--- src/rtl/fib_pkg.sv ---
// Shared types and helpers for the Fibonacci term sequencer.
package fib_pkg;

  typedef enum logic [1:0] {
    IDLE = 2'd0,
    CALC = 2'd1,
    DONE = 2'd2
  } state_t;

  // One spare bit so the index can reach 2^in_w-1 without wrapping.
  function automatic int fib_idx_w(input int in_w);
    return in_w + 1;
  endfunction

endpackage

--- src/rtl/fib_add.sv ---
// Carry-out adder used for each Fibonacci step.
module fib_add #(
  parameter int W = 32
) (
  input  logic [W-1:0] a,
  input  logic [W-1:0] b,
  output logic [W-1:0] sum,
  output logic         carry
);

  logic [W:0] full;

  assign full  = {1'b0, a} + {1'b0, b};
  assign sum   = full[W-1:0];
  assign carry = full[W];

endmodule

--- src/rtl/fib_seq.sv ---
// Computes term n of a seeded Fibonacci sequence, with a sticky carry flag.
// Optional FIB_SEQ_STREAM_EN adds a valid/ready stream of terms 1..n.
//   state | meaning
//   IDLE  | waiting for go after reset
//   CALC  | stepping the x/y pair until term n is reached
//   DONE  | result/overflow held, go may start a new run
module fib_seq
  import fib_pkg::*;
#(
  parameter int INPUT_WIDTH  = 6,
  parameter int OUTPUT_WIDTH = 32
) (
  input  logic                    clk,
  input  logic                    rst,
  input  logic                    go,
  input  logic [INPUT_WIDTH-1:0]  n,
  input  logic [OUTPUT_WIDTH-1:0] seed0,
  input  logic [OUTPUT_WIDTH-1:0] seed1,
  output logic [OUTPUT_WIDTH-1:0] result,
  output logic                    overflow,
  output logic                    done,
  output logic                    busy
`ifdef FIB_SEQ_STREAM_EN
  ,
  output logic                    term_valid,
  output logic [OUTPUT_WIDTH-1:0] term_data,
  input  logic                    term_ready
`endif
);

  localparam int IW = fib_idx_w(INPUT_WIDTH);

  state_t                  state_q, state_d;
  logic [INPUT_WIDTH-1:0]  n_q, n_d;
  logic [IW-1:0]           i_q, i_d;
  logic [OUTPUT_WIDTH-1:0] x_q, x_d, y_q, y_d;
  logic [OUTPUT_WIDTH-1:0] result_q, result_d;
  logic                    ovf_q, ovf_d;
  logic                    done_q, done_d;
  logic                    busy_q, busy_d;
  logic [IW-1:0]           n_ext;
  logic [OUTPUT_WIDTH-1:0] sum;
  logic                    carry;
  logic                    step, finish;
`ifdef FIB_SEQ_STREAM_EN
  logic                    tv_q, tv_d;
  logic [OUTPUT_WIDTH-1:0] td_q, td_d;
  logic [IW-1:0]           t_q, t_d;
`endif

  assign n_ext = {1'b0, n_q};

  fib_add #(.W(OUTPUT_WIDTH)) u_add (
    .a    (x_q),
    .b    (y_q),
    .sum  (sum),
    .carry(carry)
  );

  always_comb begin
    state_d  = state_q;
    n_d      = n_q;
    i_d      = i_q;
    x_d      = x_q;
    y_d      = y_q;
    result_d = result_q;
    ovf_d    = ovf_q;
    done_d   = done_q;
    busy_d   = busy_q;
    step     = 1'b0;
    finish   = 1'b0;
`ifdef FIB_SEQ_STREAM_EN
    tv_d     = tv_q;
    td_d     = td_q;
    t_d      = t_q;
`endif
    unique case (state_q)
      IDLE, DONE: begin
        if (go) begin
          state_d = CALC;
          n_d     = n;
          i_d     = IW'(2);
          x_d     = seed0;
          y_d     = seed1;
          ovf_d   = 1'b0;
          done_d  = 1'b0;
          busy_d  = 1'b1;
`ifdef FIB_SEQ_STREAM_EN
          tv_d    = (n != '0);
          td_d    = seed0;
          t_d     = IW'(1);
`endif
        end
      end
      CALC: begin
`ifdef FIB_SEQ_STREAM_EN
        // t_q is the index of the term on the stream; the pair only advances once it is taken.
        if (!(tv_q && !term_ready)) begin
          if (t_q >= n_ext) begin
            finish = 1'b1;
            tv_d   = 1'b0;
          end else begin
            tv_d = 1'b1;
            t_d  = t_q + IW'(1);
            if (t_q == IW'(1)) begin
              td_d = y_q;
            end else begin
              step = 1'b1;
              td_d = sum;
            end
          end
        end
`else
        if (i_q >= n_ext) finish = 1'b1;
        else              step   = 1'b1;
`endif
      end
      default: state_d = IDLE;
    endcase

    if (step) begin
      y_d   = sum;
      x_d   = y_q;
      i_d   = i_q + IW'(1);
      ovf_d = ovf_q | carry;
    end
    if (finish) begin
      state_d = DONE;
      done_d  = 1'b1;
      busy_d  = 1'b0;
      if (n_q == '0)                      result_d = '0;
      else if (n_q == INPUT_WIDTH'(1))    result_d = x_q;
      else                                result_d = y_q;
    end
  end

  always_ff @(posedge clk or negedge rst) begin
    if (!rst) begin
      state_q  <= IDLE;
      n_q      <= '0;
      i_q      <= '0;
      x_q      <= '0;
      y_q      <= '0;
      result_q <= '0;
      ovf_q    <= 1'b0;
      done_q   <= 1'b0;
      busy_q   <= 1'b0;
`ifdef FIB_SEQ_STREAM_EN
      tv_q     <= 1'b0;
      td_q     <= '0;
      t_q      <= '0;
`endif
    end else begin
      state_q  <= state_d;
      n_q      <= n_d;
      i_q      <= i_d;
      x_q      <= x_d;
      y_q      <= y_d;
      result_q <= result_d;
      ovf_q    <= ovf_d;
      done_q   <= done_d;
      busy_q   <= busy_d;
`ifdef FIB_SEQ_STREAM_EN
      tv_q     <= tv_d;
      td_q     <= td_d;
      t_q      <= t_d;
`endif
    end
  end

  assign result   = result_q;
  assign overflow = ovf_q;
  assign done     = done_q;
  assign busy     = busy_q;
`ifdef FIB_SEQ_STREAM_EN
  assign term_valid = tv_q;
  assign term_data  = td_q;
`endif

endmodule

--- config.mk ---
export PLATFORM = sky130hd
export DESIGN_NAME = fib_seq
export DESIGN_NICKNAME = d
export VERILOG_FILES = /design/src/rtl/fib_pkg.sv /design/src/rtl/fib_add.sv /design/src/rtl/fib_seq.sv
export SDC_FILE = /design/constraint.sdc
export NUM_CORES = 1
export LEC_CHECK = 0
export BUFFER_PORTS_ARGS = -buffer_cell sky130_fd_sc_hd__buf_4
export CORE_MARGIN = 2
export CORE_UTILIZATION = 63
export DETAILED_ROUTE_END_ITERATION = 8
export PLACE_DENSITY = 0.91
export SLEW_MARGIN = 30
export SYNTH_ARGS = -nofsm -noshare
export SYNTH_HDL_FRONTEND = slang
export SYNTH_SLANG_ARGS = --single-unit
export TNS_END_PERCENT = 30
--- constraint.sdc ---
create_clock -name clk -period 7.1 [get_ports clk]
set_input_delay 0.71 -clock clk [delete_from_list [all_inputs] [get_ports clk]]
set_output_delay 0.71 -clock clk [all_outputs]
set_load 0.005 [all_outputs]
# After elaboration in Yosys (flattened, before gate mapping)
# Index checks and enable logic that the tools add are counted.
[totals]
input_bits = 73
register_bits = 114
wordCells = 54
[classes]
n_eq_ne = 5
muxes = 25
n_lt_le_gt_ge = 1
add_sub_neg = 2
reduce_logical = 11
bitwise = 1
[ops]
columns = ["operator", "n"]
rows = [
  ["2-to-1 mux 32 bit", 8],
  ["adder 32 x 32 -> 33 bit", 1],
  ["2-to-1 mux 7 bit", 3],
  ["2-to-1 mux 1 bit", 11],
  ["AND reduction 2 bit", 4],
  ["nonzero test 2 bit", 4],
  ["adder 7 x 1 -> 7 bit, second input constant", 1],
  ["greater-or-equal comparator 7 x 6 -> 1 bit", 1],
  ["equality test 6 x 1 -> 1 bit, second input constant", 1],
  ["zero test 6 bit", 1],
  ["2-to-1 mux 2 bit", 2],
  ["case mux 2 bit (2 select lines)", 1],
  ["inequality test 3 bit, second input constant", 1],
  ["equality test 2 x 1 -> 1 bit, second input constant", 1],
  ["equality test 2 bit, second input constant", 1],
  ["zero test 2 bit", 1],
  ["inequality test 2 bit, second input constant", 1],
  ["OR reduction 2 bit", 1],
  ["bitwise OR 1 bit", 1],
]

# Depth between registers and ports, before layout
# Gate-level depths: netlist of run 1.
[depth]
depth_word = 5
depth_mapped = 10
ltp_nobuf = 9

# Cells and area by module
# Synthesis of run 1 repeated with hierarchy kept, for this count alone.
[unflattened]
hier_cells = 820
hier_area_um2 = 7139.3
[modules_own_cells]
columns = ["mod", "n_inst", "cells_each", "area_per_inst_um2"]
rows = [
  ["fib_seq", 1, 589, 5479.0],
  ["fib_add", 1, 231, 1660.3],
]

# Worst setup path before layout of run 1
# Ideal clock, no wire load.
[synth_path]
path_type = "register -> register"
start = "reg y_q[0]"
end = "reg y_q[22]"
arrival_time_ns = 2.620
n_path_buf = 0
period_less_slack_ns = 2.703
path_stages_with_launch = 10
setup_slack_ns = 4.397
cell_sequence = "dfrtp_1 > ha_1 > fa_1 > a211oi_1 > o21ai_1 > a211oi_2 > nor3_1 > o21ai_0 > mux2_2 > o21ai_0"
[synth_via]
elab_chain_len = 2
[synth_rtl]
columns = ["element", "line", "rtl"]
rows = [
  ["start: declaration", "fib_seq.sv:36", "logic [OUTPUT_WIDTH-1:0] x_q, x_d, y_q, y_d;"],
  ["start signal: assignment", "fib_seq.sv:158", "y_q <= y_d;"],
  ["adder 32 x 32 -> 33 bit", "fib_add.sv:13", "assign full = {1'b0, a} + {1'b0, b};"],
  ["2-to-1 mux 32 bit", "fib_seq.sv:121", "if (step) begin"],
]
# No other way between the ends.
# A chain may end at the register's enable or synchronous reset.

# Worst setup path after layout of run 1
[layout_path]
start = "reg i_q[4]"
end = "reg y_q[27]"
[layout_via]
elab_chain_len = 5
[layout_rtl]
columns = ["element", "line", "rtl"]
rows = [
  ["start: declaration", "fib_seq.sv:35", "logic [IW-1:0] i_q, i_d;"],
  ["start signal: assignment", "fib_seq.sv:156", "i_q <= i_d;"],
  ["greater-or-equal comparator 7 x 6 -> 1 bit (*)", "fib_seq.sv:114", "if (i_q >= n_ext) finish = 1'b1;"],
  ["2-to-1 mux 1 bit (*)", "fib_seq.sv:114", ""],
  ["2-to-1 mux 1 bit (*)", "fib_seq.sv:77", "unique case (state_q)"],
  ["nonzero test 2 bit (no source line)", "--", ""],
  ["AND reduction 2 bit (no source line)", "--", ""],
]
# Mark *: on every way between the ends. The rest lies on a longest branch, timed or not.

==> results of run 1 <==
[cell usage in the layout, fill, tap and decap left out, types with 2 or more instances in the layout]
| master | count |
|---|---|
| a22oi_1 | 9 |
| clkinv_2 | 5 |
| nor4_1 | 2 |
| a31oi_1 | 77 |
| nor2_1 | 119 |
| o211ai_1 | 2 |
| dfrtp_1 | 114 |
| xnor2_1 | 8 |
| xor2_1 | 11 |
| o21ai_0 | 47 |
| o311ai_1 | 2 |
| clkbuf_1 | 4 |
| a21oi_1 | 48 |
| o2111ai_1 | 3 |
| a221oi_1 | 3 |
| nand4_1 | 13 |
| o21bai_1 | 4 |
| ha_1 | 39 |
| nand2b_1 | 3 |
| nand2_1 | 169 |
| a21o_1 | 10 |
| a211oi_1 | 7 |
| o21ai_1 | 5 |
| a211o_1 | 2 |
| buf_4 | 114 |
| and3_1 | 7 |
| a221o_1 | 3 |
| inv_1 | 16 |
| nor3_1 | 10 |
| and3_2 | 2 |
| clkbuf_16 | 17 |
| nand3_1 | 47 |
| o21a_1 | 9 |
| or3_1 | 2 |
| bufinv_16 | 4 |
[worst register-to-register path, cell delays in order, from the launching register on]
cell and delay, ns:
dfrtp_1 0.44, ha_1 0.32, a21o_1 0.16, a211oi_1 0.50
o2111a_1 0.78, nor2_1 0.39, buf_4 0.30, a221oi_1 0.27
o41a_1 0.19, nand2_1 0.05
[area by class of cell]
cell class / instances / area, µm² / area share, %
multi-input cells: 698 / 4040 / 47.0
flip-flops and latches: 114 / 2850 / 33.2
repair buffers: 115 / 867 / 10.1
clock buffers: 21 / 440 / 5.12
well taps: 143 / 179 / 2.08
clock inverters: 11 / 161 / 1.88
inverters: 16 / 60.1 / 0.698
[through the flow]
stage | utilization, % | area [µm²] | setup slack [ns]
final | 75.7 | 8600 | 3.57
after global routing | 75.7 | 8600 | 3.31
after CTS | 75.6 | 8600 | 3.58
after detailed placement | 70.3 | 8000 | 3.62
after global placement | 70.3 | 7990 | 3.77
after floorplan | - | 7280 | 4.40
[kinds of logic after synthesis]
family / after synthesis / synth area share [%]
buffers and inverters: 79 / 5.75
muxes: 2 / 0.292
and+or+nand+nor: 386 / 22.8
AOI/OAI and AO/OA: 251 / 22.8
DFF: 114 / 39.2
adders and majority gates: 40 / 6.97
xor gates and xnor gates: 19 / 2.28
[routing by layer]
metal	part of all wire (%)	global-route usage [%]
met3	8.3	6.42
met5	0	0
met1	43	44.6
met4	2.1	11.3
met2	47	51.3
[registers in the layout, summed over array words and instances (netlist names)]
register  cells
n_q           6
result       32
i_q           7
x_q          32
done          1
y_q          32
overflow      1
busy          1
state_q       2
[worst min path at each step]
stage | startpoint | endpoint | slack (ns) | cells after the start
global placement | state_q[1] | state_q[1] | 0.46 | 1
CTS | rst | y_q[29] | 0.25 | 1
global route | rst | busy | 0.27 | 1
floorplan | rst | busy | 0.41 | 0
detailed placement | done | done | 0.47 | 1
finish | rst | busy | 0.24 | 1
==> flow_metrics.env, run 1 <==
export IMPL_status="finished clean"
export IMPL_critPathTopFamily="compound AO/OA/AOI/OAI gates"
export IMPL_async_reset_ff_share_pct=100
export IMPL_cts_path_max_buffers=2
export IMPL_ant_nets=0
export IMPL_layout_nets=1075
export IMPL_rsz0062_at_grt="false"
export IMPL_cts_buffers=17
export IMPL_grt_max_degree=80
export IMPL_synth_distinct_cells=69
export IMPL_hold_class="primary input to async pin"
export IMPL_ys_flop_type="dfrtp_1"
export IMPL_fmax_mhz=283
export IMPL_grt_usage_pct=32.3
export IMPL_nFillCells=843
export IMPL_start_util_pct=64.1
export IMPL_yosysTopAreaCell="dfrtp_1"
export IMPL_grt_pass1_vias=6683
export IMPL_crit_slowest_cell="o2111a_1"
export IMPL_worstSetupEndpointType="flip-flop"
export IMPL_htreeDepth=4
export IMPL_path_max_fanout=17
export IMPL_via_count=7072
export IMPL_cts_root_buf="clkbuf_16"
export IMPL_crit_cells=9
export IMPL_crit_type="flip-flop to flip-flop"
export IMPL_cts_resized=0
export IMPL_tns_ns=0
export IMPL_first_iter_violations=766
export IMPL_dr_pass1_iters=6
export IMPL_required_ns=7.41
export IMPL_r2r_start="i_q[4]"
export IMPL_slew_viol_final=0
export IMPL_finalCritPeriodShare_pct=49.7
export IMPL_wl_per_cell_um=17.5
export IMPL_netlist_area_leader_share_pct=39.2
export IMPL_worstSetupStartpointType="flip-flop"
export IMPL_setup_viol_count_final=0
export IMPL_ys_warn_count=0
export IMPL_placed_cells=1086
export IMPL_final_hold_violation_count=0
export IMPL_period_needed_ns=3.53
export IMPL_cap_violations=0
export IMPL_syn_nets=1004
export IMPL_synth_seq_cells=114
export IMPL_relSlewSlack_pct=45.7
export IMPL_diodes=0
export IMPL_dieArea_um2=12400
export IMPL_cts_tree="yes"
export IMPL_rr_endpoint="y_q[27]"
export IMPL_startpoint="i_q[4]"
export IMPL_gp_congestion=0.993
export IMPL_critPathBufInv=1
export IMPL_hpwlAfterDp_um=12900
export IMPL_synth_most_common_cell="nand2_1"
export IMPL_die_y_um=112
export IMPL_drt_total_wl_um=19600
export IMPL_synth_seq_area_share_pct=39.2
export IMPL_grt_overflow_total=0
export IMPL_post_cts_buffers=0
export IMPL_cp_arrival_ns=3.84
export IMPL_die_width_um=112
export IMPL_core_um2=11400
export IMPL_ff2ff_setup_slack_ns=3.57
export IMPL_holdWs_ns=0.243
export IMPL_clkLatencyLatePin_ns=0.43
export IMPL_area_delta_synth_final_pct=18.1
export IMPL_stdcell_count=1118
export IMPL_postSynthCellCount=891
export IMPL_antenna_found_initial=0
export IMPL_slowest_delay_ns=0.78
export IMPL_synth_commonest_cells="nand2_1, nor2_1, dfrtp_1"
export IMPL_cts_hold_buffers=0
export IMPL_clock_sinks=114
export IMPL_synth_edf_count=0
export IMPL_syn_mean_instance_area_um2=8.18
export IMPL_synthTopCellsByArea="dfrtp_1, nand2_1, ha_1"
export IMPL_io_buffers=107
export IMPL_vias_per_cell=6.33
export IMPL_num_rows=39
export IMPL_synth_area_um2=7280
export IMPL_clock_skew_ns=0.00821
export IMPL_route_detailed_drc=0
export IMPL_io_pins=108
export IMPL_cp_cell_sequence="ha_1 > a21o_1 > a211oi_1 > o2111a_1 > nor2_1 > buf_4 > a221oi_1 > o41a_1 > nand2_1"
export IMPL_worstMarginPinSlew_ns=0.814
export IMPL_layout_drive_gt1_share_pct=16.6
export IMPL_crit_path_end="y_q[27]"
export IMPL_grt_pass1_wl_um=32600
export IMPL_rr_worst_depth=9
export IMPL_clkTransAtPathRegs_ns=0.05
Power of run 1 is left out: the tool's default activity adds up to more than one toggle a clock period on the data nets, which glitch-free logic cannot reach.
==> inputs of run 2 (changes only) <==
Settings changed: ABC_AREA set to 1, CORE_UTILIZATION 63 to 59, PLACE_DENSITY 0.91 to 0.86.
Clock period 7.1 ns to 3.26 ns, I/O delays scaled along.
==> flow_metrics.env, run 2 <==
export IMPL_clock_sinks=114
export IMPL_r2r_start="i_q[2]"
export IMPL_relSlewSlack_pct=56.7
export IMPL_synth_edf_count=0
export IMPL_hold_end="state_q[1]"
export IMPL_syn_nets=1264
export IMPL_core_um2=12700
export IMPL_worstSetupEndpointType="flip-flop"
export IMPL_ys_flop_type="dfrtp_1"
export IMPL_cts_path_max_buffers=2
export IMPL_clkTransAtPathRegs_ns=0.06
export IMPL_period_needed_ns=2.45
export IMPL_antenna_found_initial=0
export IMPL_synth_seq_cells=114
export IMPL_dp_slack_ns=0.841
export IMPL_postSynthCellCount=1151
export IMPL_cts_resized=0
export IMPL_ant_nets=0
export IMPL_first_iter_violations=873
export IMPL_cts_root_buf="clkbuf_16"
export IMPL_hpwlAfterDp_um=16200
export IMPL_status="finished clean"
export IMPL_rsz0062_at_grt="false"
export IMPL_drt_total_wl_um=22400
export IMPL_multi_input_area_um2=4040
export IMPL_required_ns=3.57
export IMPL_ff2ff_setup_slack_ns=0.81
export IMPL_layout_nets=1361
export IMPL_synth_distinct_cells=37
export IMPL_tns_ns=0
export IMPL_die_width_um=118
export IMPL_synthTopCellsByArea="dfrtp_1, nand2_1, inv_1"
export IMPL_final_cell_mix="nand2_1, inv_1, dfrtp_1"
export IMPL_dpl_cell_area_um2=8640
export IMPL_via_count=7875
export IMPL_synth_area_um2=7720
export IMPL_num_rows=41
export IMPL_synth_commonest_cells="nand2_1, inv_1, dfrtp_1"
export IMPL_cap_violations=0
export IMPL_io_buffers=107
export IMPL_setup_viol_count_final=0
export IMPL_min_from="go"
export IMPL_worstMarginPinSlew_ns=0.650
export IMPL_layout_commonest_cell="nand2_1"
export IMPL_clkLatencyLatePin_ns=0.42
export IMPL_yosysTopAreaCell="dfrtp_1"
export IMPL_cts_tree="yes"
export IMPL_post_cts_buffers=0
export IMPL_async_reset_ff_share_pct=100
export IMPL_die_y_um=118
export IMPL_area_delta_synth_final_pct=20.5
export IMPL_route_detailed_drc=0
export IMPL_wl_per_cell_um=15.6
export IMPL_start_util_pct=60.7
export IMPL_clock_skew_ns=0.0100
export IMPL_worst_slack_ns=0.808
export IMPL_path_max_fanout=53
export IMPL_grt_pass1_vias=7655
export IMPL_cp_arrival_ns=2.76
export IMPL_hold_class="primary input to flip-flop"
export IMPL_gp_congestion=0.975
export IMPL_dieArea_um2=14000
export IMPL_ys_warn_count=0
export IMPL_fmax_mhz=408
export IMPL_io_pins=108
export IMPL_vias_per_cell=5.50
export IMPL_synth_most_common_cell="nand2_1"
export IMPL_grt_overflow_total=0
export IMPL_fin_area_um2=9300
export IMPL_grt_max_degree=60
export IMPL_netlist_area_leader_share_pct=37.0
export IMPL_placed_cells=1400
export IMPL_final_seq_area_um2=2850
export IMPL_slew_viol_final=0
export IMPL_htreeDepth=4
export IMPL_stdcell_count=1433
export IMPL_rr_endpoint="i_q[5]"
export IMPL_rr_worst_depth=9
export IMPL_dr_pass1_iters=7
export IMPL_grt_usage_pct=33.3
export IMPL_hold_depth=2
export IMPL_crit_type="flip-flop to flip-flop"
export IMPL_final_hold_violation_count=0
export IMPL_worstSetupStartpointType="flip-flop"
export IMPL_syn_mean_instance_area_um2=6.71
export IMPL_layout_drive_gt1_share_pct=12.4
export IMPL_synth_seq_area_share_pct=37.0
export IMPL_cts_buffers=17
export IMPL_finalCritPeriodShare_pct=75.2
export IMPL_grt_pass1_wl_um=37200
export IMPL_nFillCells=1064
export IMPL_diodes=0
-- run 2: changes by cell type after synthesis, moves of 31 or more --
| cell | delta |
|---|---|
| inv_1 | +146 |
| nand2_1 | +312 |
| o31ai_1 | +31 |
| nor2_1 | -63 |
| a31oi_1 | -76 |
| nand3_1 | +46 |
-- run 2: worst max-delay path: stages (launching register included) --
cell	delay [ns]
dfrtp_1	0.43
ha_1	0.33
a21oi_1	0.15
o21ai_0	0.14
nand2_2	0.11
nand4_4	0.30
nand2_4	0.35
inv_2	0.11
buf_12	0.21
a22o_1	0.20
-- run 2: area by class of cell --
type	instances	share of cell area (%)
clock buffer	20	4.80
clock inverter	12	2.19
inverter	165	6.66
multi-input combinational	833	43.5
sequential	114	30.7
tap	172	2.31
timing repair buffer	117	9.88
-- run 2: how the worst max path moves through the flow --
stage                    end  startpoint  slack (ns)
finish                i_q[5]      i_q[2]        0.81
CTS                   i_q[5]      i_q[2]        0.83
global route         y_q[10]      i_q[2]        0.64
detailed placement    i_q[5]      i_q[2]        0.84
floorplan           overflow      y_q[0]        1.38
global placement      i_q[5]      i_q[2]        0.94
-- run 2: layer usage --
layer  track usage, %  up-vias  wire, µm
li1                 -     3823         -
met1             46.8     3632      9910
met2             51.3      371      9970
met3             6.90       49      2000
met4             11.4        0       510
met5                0        -         0
-- run 2: repair_timing --
| action | in CTS | in global routing |
|---|---|---|
| setup endpoints to repair | 0 | 0 |
| hold buffers | 1 | 0 |
| hold endpoints to repair | 48 | 0 |
-- run 2: kinds of logic (layout without fill, tap and decap cells) --
group	count (synthesis)	in the layout	synth area share (%)
AND/OR/NAND/NOR	648	648	34.0
buffers and inverters	204	314	10.7
AO/OA/AOI/OAI	132	132	10.3
flip-flops	114	114	37.0
adder cells (fa/ha/maj)	40	40	6.58
XOR/XNOR	13	13	1.47
-- run 2: through the flow --
step	hold WS, ns	utilization [%]
6_report	0.113	73.1
5_1_grt	0.113	73.1
4_1_cts	0.108	73.1
3_5_place_dp	0.391	67.9
3_3_place_gp	0.389	67.9
2_1_floorplan	0.0304	-
Power of run 2 is left out for the same reason.
==> inputs of run 3 (changes only) <==
Settings changed: CORE_UTILIZATION 59 to 53, PLACE_DENSITY 0.86 to 0.82.
Clock period 3.26 ns to 2.1 ns, I/O delays scaled along.
==> flow_metrics.env, run 3 (synthesis gave the netlist of run 2 again) <==
export IMPL_holdWs_ns=0.00576
export IMPL_status="finished clean"
export IMPL_path_max_fanout=4
export IMPL_io_pins=108
export IMPL_sw_frac_of_total_pct=49.5
export IMPL_cts_path_max_buffers=2
export IMPL_clkTransAtPathRegs_ns=0.06
export IMPL_clock_skew_ns=0.00881
export IMPL_antenna_found_initial=0
export IMPL_htreeDepth=4
export IMPL_crit_type="flip-flop to flip-flop"
export IMPL_power_density_nw_per_um2=2070
export IMPL_grt_overflow_total=0
export IMPL_fmax_mhz=502
export IMPL_power_leakage_nw=5.38
export IMPL_layout_drive_gt1_share_pct=15.5
export IMPL_hold_depth=3
export IMPL_grt_usage_pct=29.4
export IMPL_io_buffers=107
export IMPL_hpwlAfterDp_um=16500
export IMPL_grt_pass1_vias=7492
export IMPL_min_from="seed1[4]"
export IMPL_p_switching_mw=9.91
export IMPL_worstMarginPinSlew_ns=0.519
export IMPL_drt_total_wl_um=22400
export IMPL_vias_per_cell=5.30
export IMPL_cts_tree="yes"
export IMPL_internal_power_mw=10.1
export IMPL_relSlewSlack_pct=65.0
export IMPL_ant_nets=0
export IMPL_dr_pass1_iters=5
export IMPL_layout_nets=1387
export IMPL_startpoint="y_q[0]"
export IMPL_utilization_pct=67.2
export IMPL_dieArea_um2=15500
export IMPL_die_width_um=125
export IMPL_cts_buffers=17
export IMPL_grt_pass1_wl_um=36400
export IMPL_finalCritPeriodShare_pct=94.9
export IMPL_cts_root_buf="clkbuf_16"
export IMPL_rsz0062_at_grt="true"
export IMPL_worstSetupStartpointType="flip-flop"
export IMPL_ir_worst_vdd_mv=1.11
export IMPL_p_comb_share_pct=64.0
export IMPL_area_delta_synth_final_pct=25.1
export IMPL_period_needed_ns=1.99
export IMPL_start_util_pct=53.7
export IMPL_route_detailed_drc=0
export IMPL_tns_ns=0
export IMPL_hold_class="primary input to flip-flop"
export IMPL_cp_arrival_ns=2.33
export IMPL_num_rows=44
export IMPL_clock_sinks=114
export IMPL_rr_worst_depth=11
export IMPL_gp_congestion=0.924
export IMPL_core_um2=14400
export IMPL_diodes=0
export IMPL_via_count=7794
export IMPL_nFillCells=1207
export IMPL_required_ns=2.44
export IMPL_post_cts_buffers=0
export IMPL_first_iter_violations=580
export IMPL_die_y_um=125
export IMPL_clkLatencyLatePin_ns=0.43
export IMPL_p_seq_share_pct=21.1
export IMPL_wl_per_cell_um=15.3
export IMPL_p_clk_share_pct=14.9
export IMPL_setup_viol_count_final=0
export IMPL_cap_violations=0
export IMPL_layout_commonest_cell="nand2_1"
export IMPL_final_cell_mix="nand2_1, inv_1, buf_4"
export IMPL_slew_viol_final=0
export IMPL_r2r_start="y_q[0]"
export IMPL_worstSetupEndpointType="flip-flop"
export IMPL_grt_max_degree=65
export IMPL_final_hold_violation_count=0
## run 3: cell types whose count changed in the layout (fill, tap and decap cells not counted), sizes merged
cell,delta
inv,-1
clkinvlp,-1
clkbuf,-1
bufinv,-2
clkinv,+5
dlygate4sd3,+7
buf,+19
## run 3: final timing paths
kind	to	slack, ns
max reg2reg	y_q[10]	0.11
max in group asynchronous	x_q[29]	1.18
min	y_q[4]	0.006
min in group asynchronous	y_q[6]	0.29
min reg2reg	result[13]	0.48
max	y_q[10]	0.11
## run 3: layer usage
layer	vias up	routed length [µm]	global-route usage (%)
met5	-	0	0
met4	0	535	11.0
met3	42	1680	6.44
met2	292	10100	45.7
met1	3578	10100	40.4
li1	3882	-	-
## run 3: metrics by stage
| stage | instances | area (µm²) | total power, mW | setup slack [ns] |
|---|---|---|---|---|
| detailed placement | 1431 | 8870 | 16.4 | -0.0488 |
| floorplan | 1151 | 7720 | 12.7 | 0.216 |
| CTS | 1471 | 9560 | 19.6 | 0.0125 |
| finish | 1471 | 9660 | 20.0 | 0.108 |
| global placement | 1431 | 8870 | 16.1 | 0.0192 |
| global route | 1471 | 9660 | 21.8 | -0.0147 |
## run 3: layout make-up
cell class              count  area [µm²]  share of cell area, %
clock buffers              19         443                   4.58
clock inverters            13         160                   1.66
inverters                 165         622                   6.44
multi-input cells         833        4140                   42.9
flip-flops and latches    114        2850                   29.5
well taps                 184         230                   2.38
repair buffers            143        1210                   12.5
## run 3: what timing repair did
item | in CTS | in global routing
pin swaps | 0 | 2
endpoints found under the setup margin | 2 | 20
endpoints found under the hold margin | 40 | 0
cloned | 0 | 0
resized for setup | 2 | 24
hold buffers | 8 | 0
## run 3: critical path: stages (launching register included)
cell and delay (ns):
dfrtp_1 0.40, ha_2 0.22, fa_2 0.40, nand2_1 0.10, nand3_1 0.15, nand2_1 0.10, nand2_1 0.13, nand2_1 0.09
inv_1 0.04, nor2_1 0.08, nor2_1 0.04, o21ai_0 0.17
## run 3: power groups by stage
stage          sequential [mW]  clock (mW)  combinational, mW
6_report                  4.23        2.98               12.8
5_1_grt                   4.36        3.12               14.4
4_1_cts                   4.18        3.00               12.4
3_5_place_dp              4.20           0               12.2
3_3_place_gp              4.15           0               12.0
2_1_floorplan             4.04           0               8.68
(Power assumes the default switching activity.)
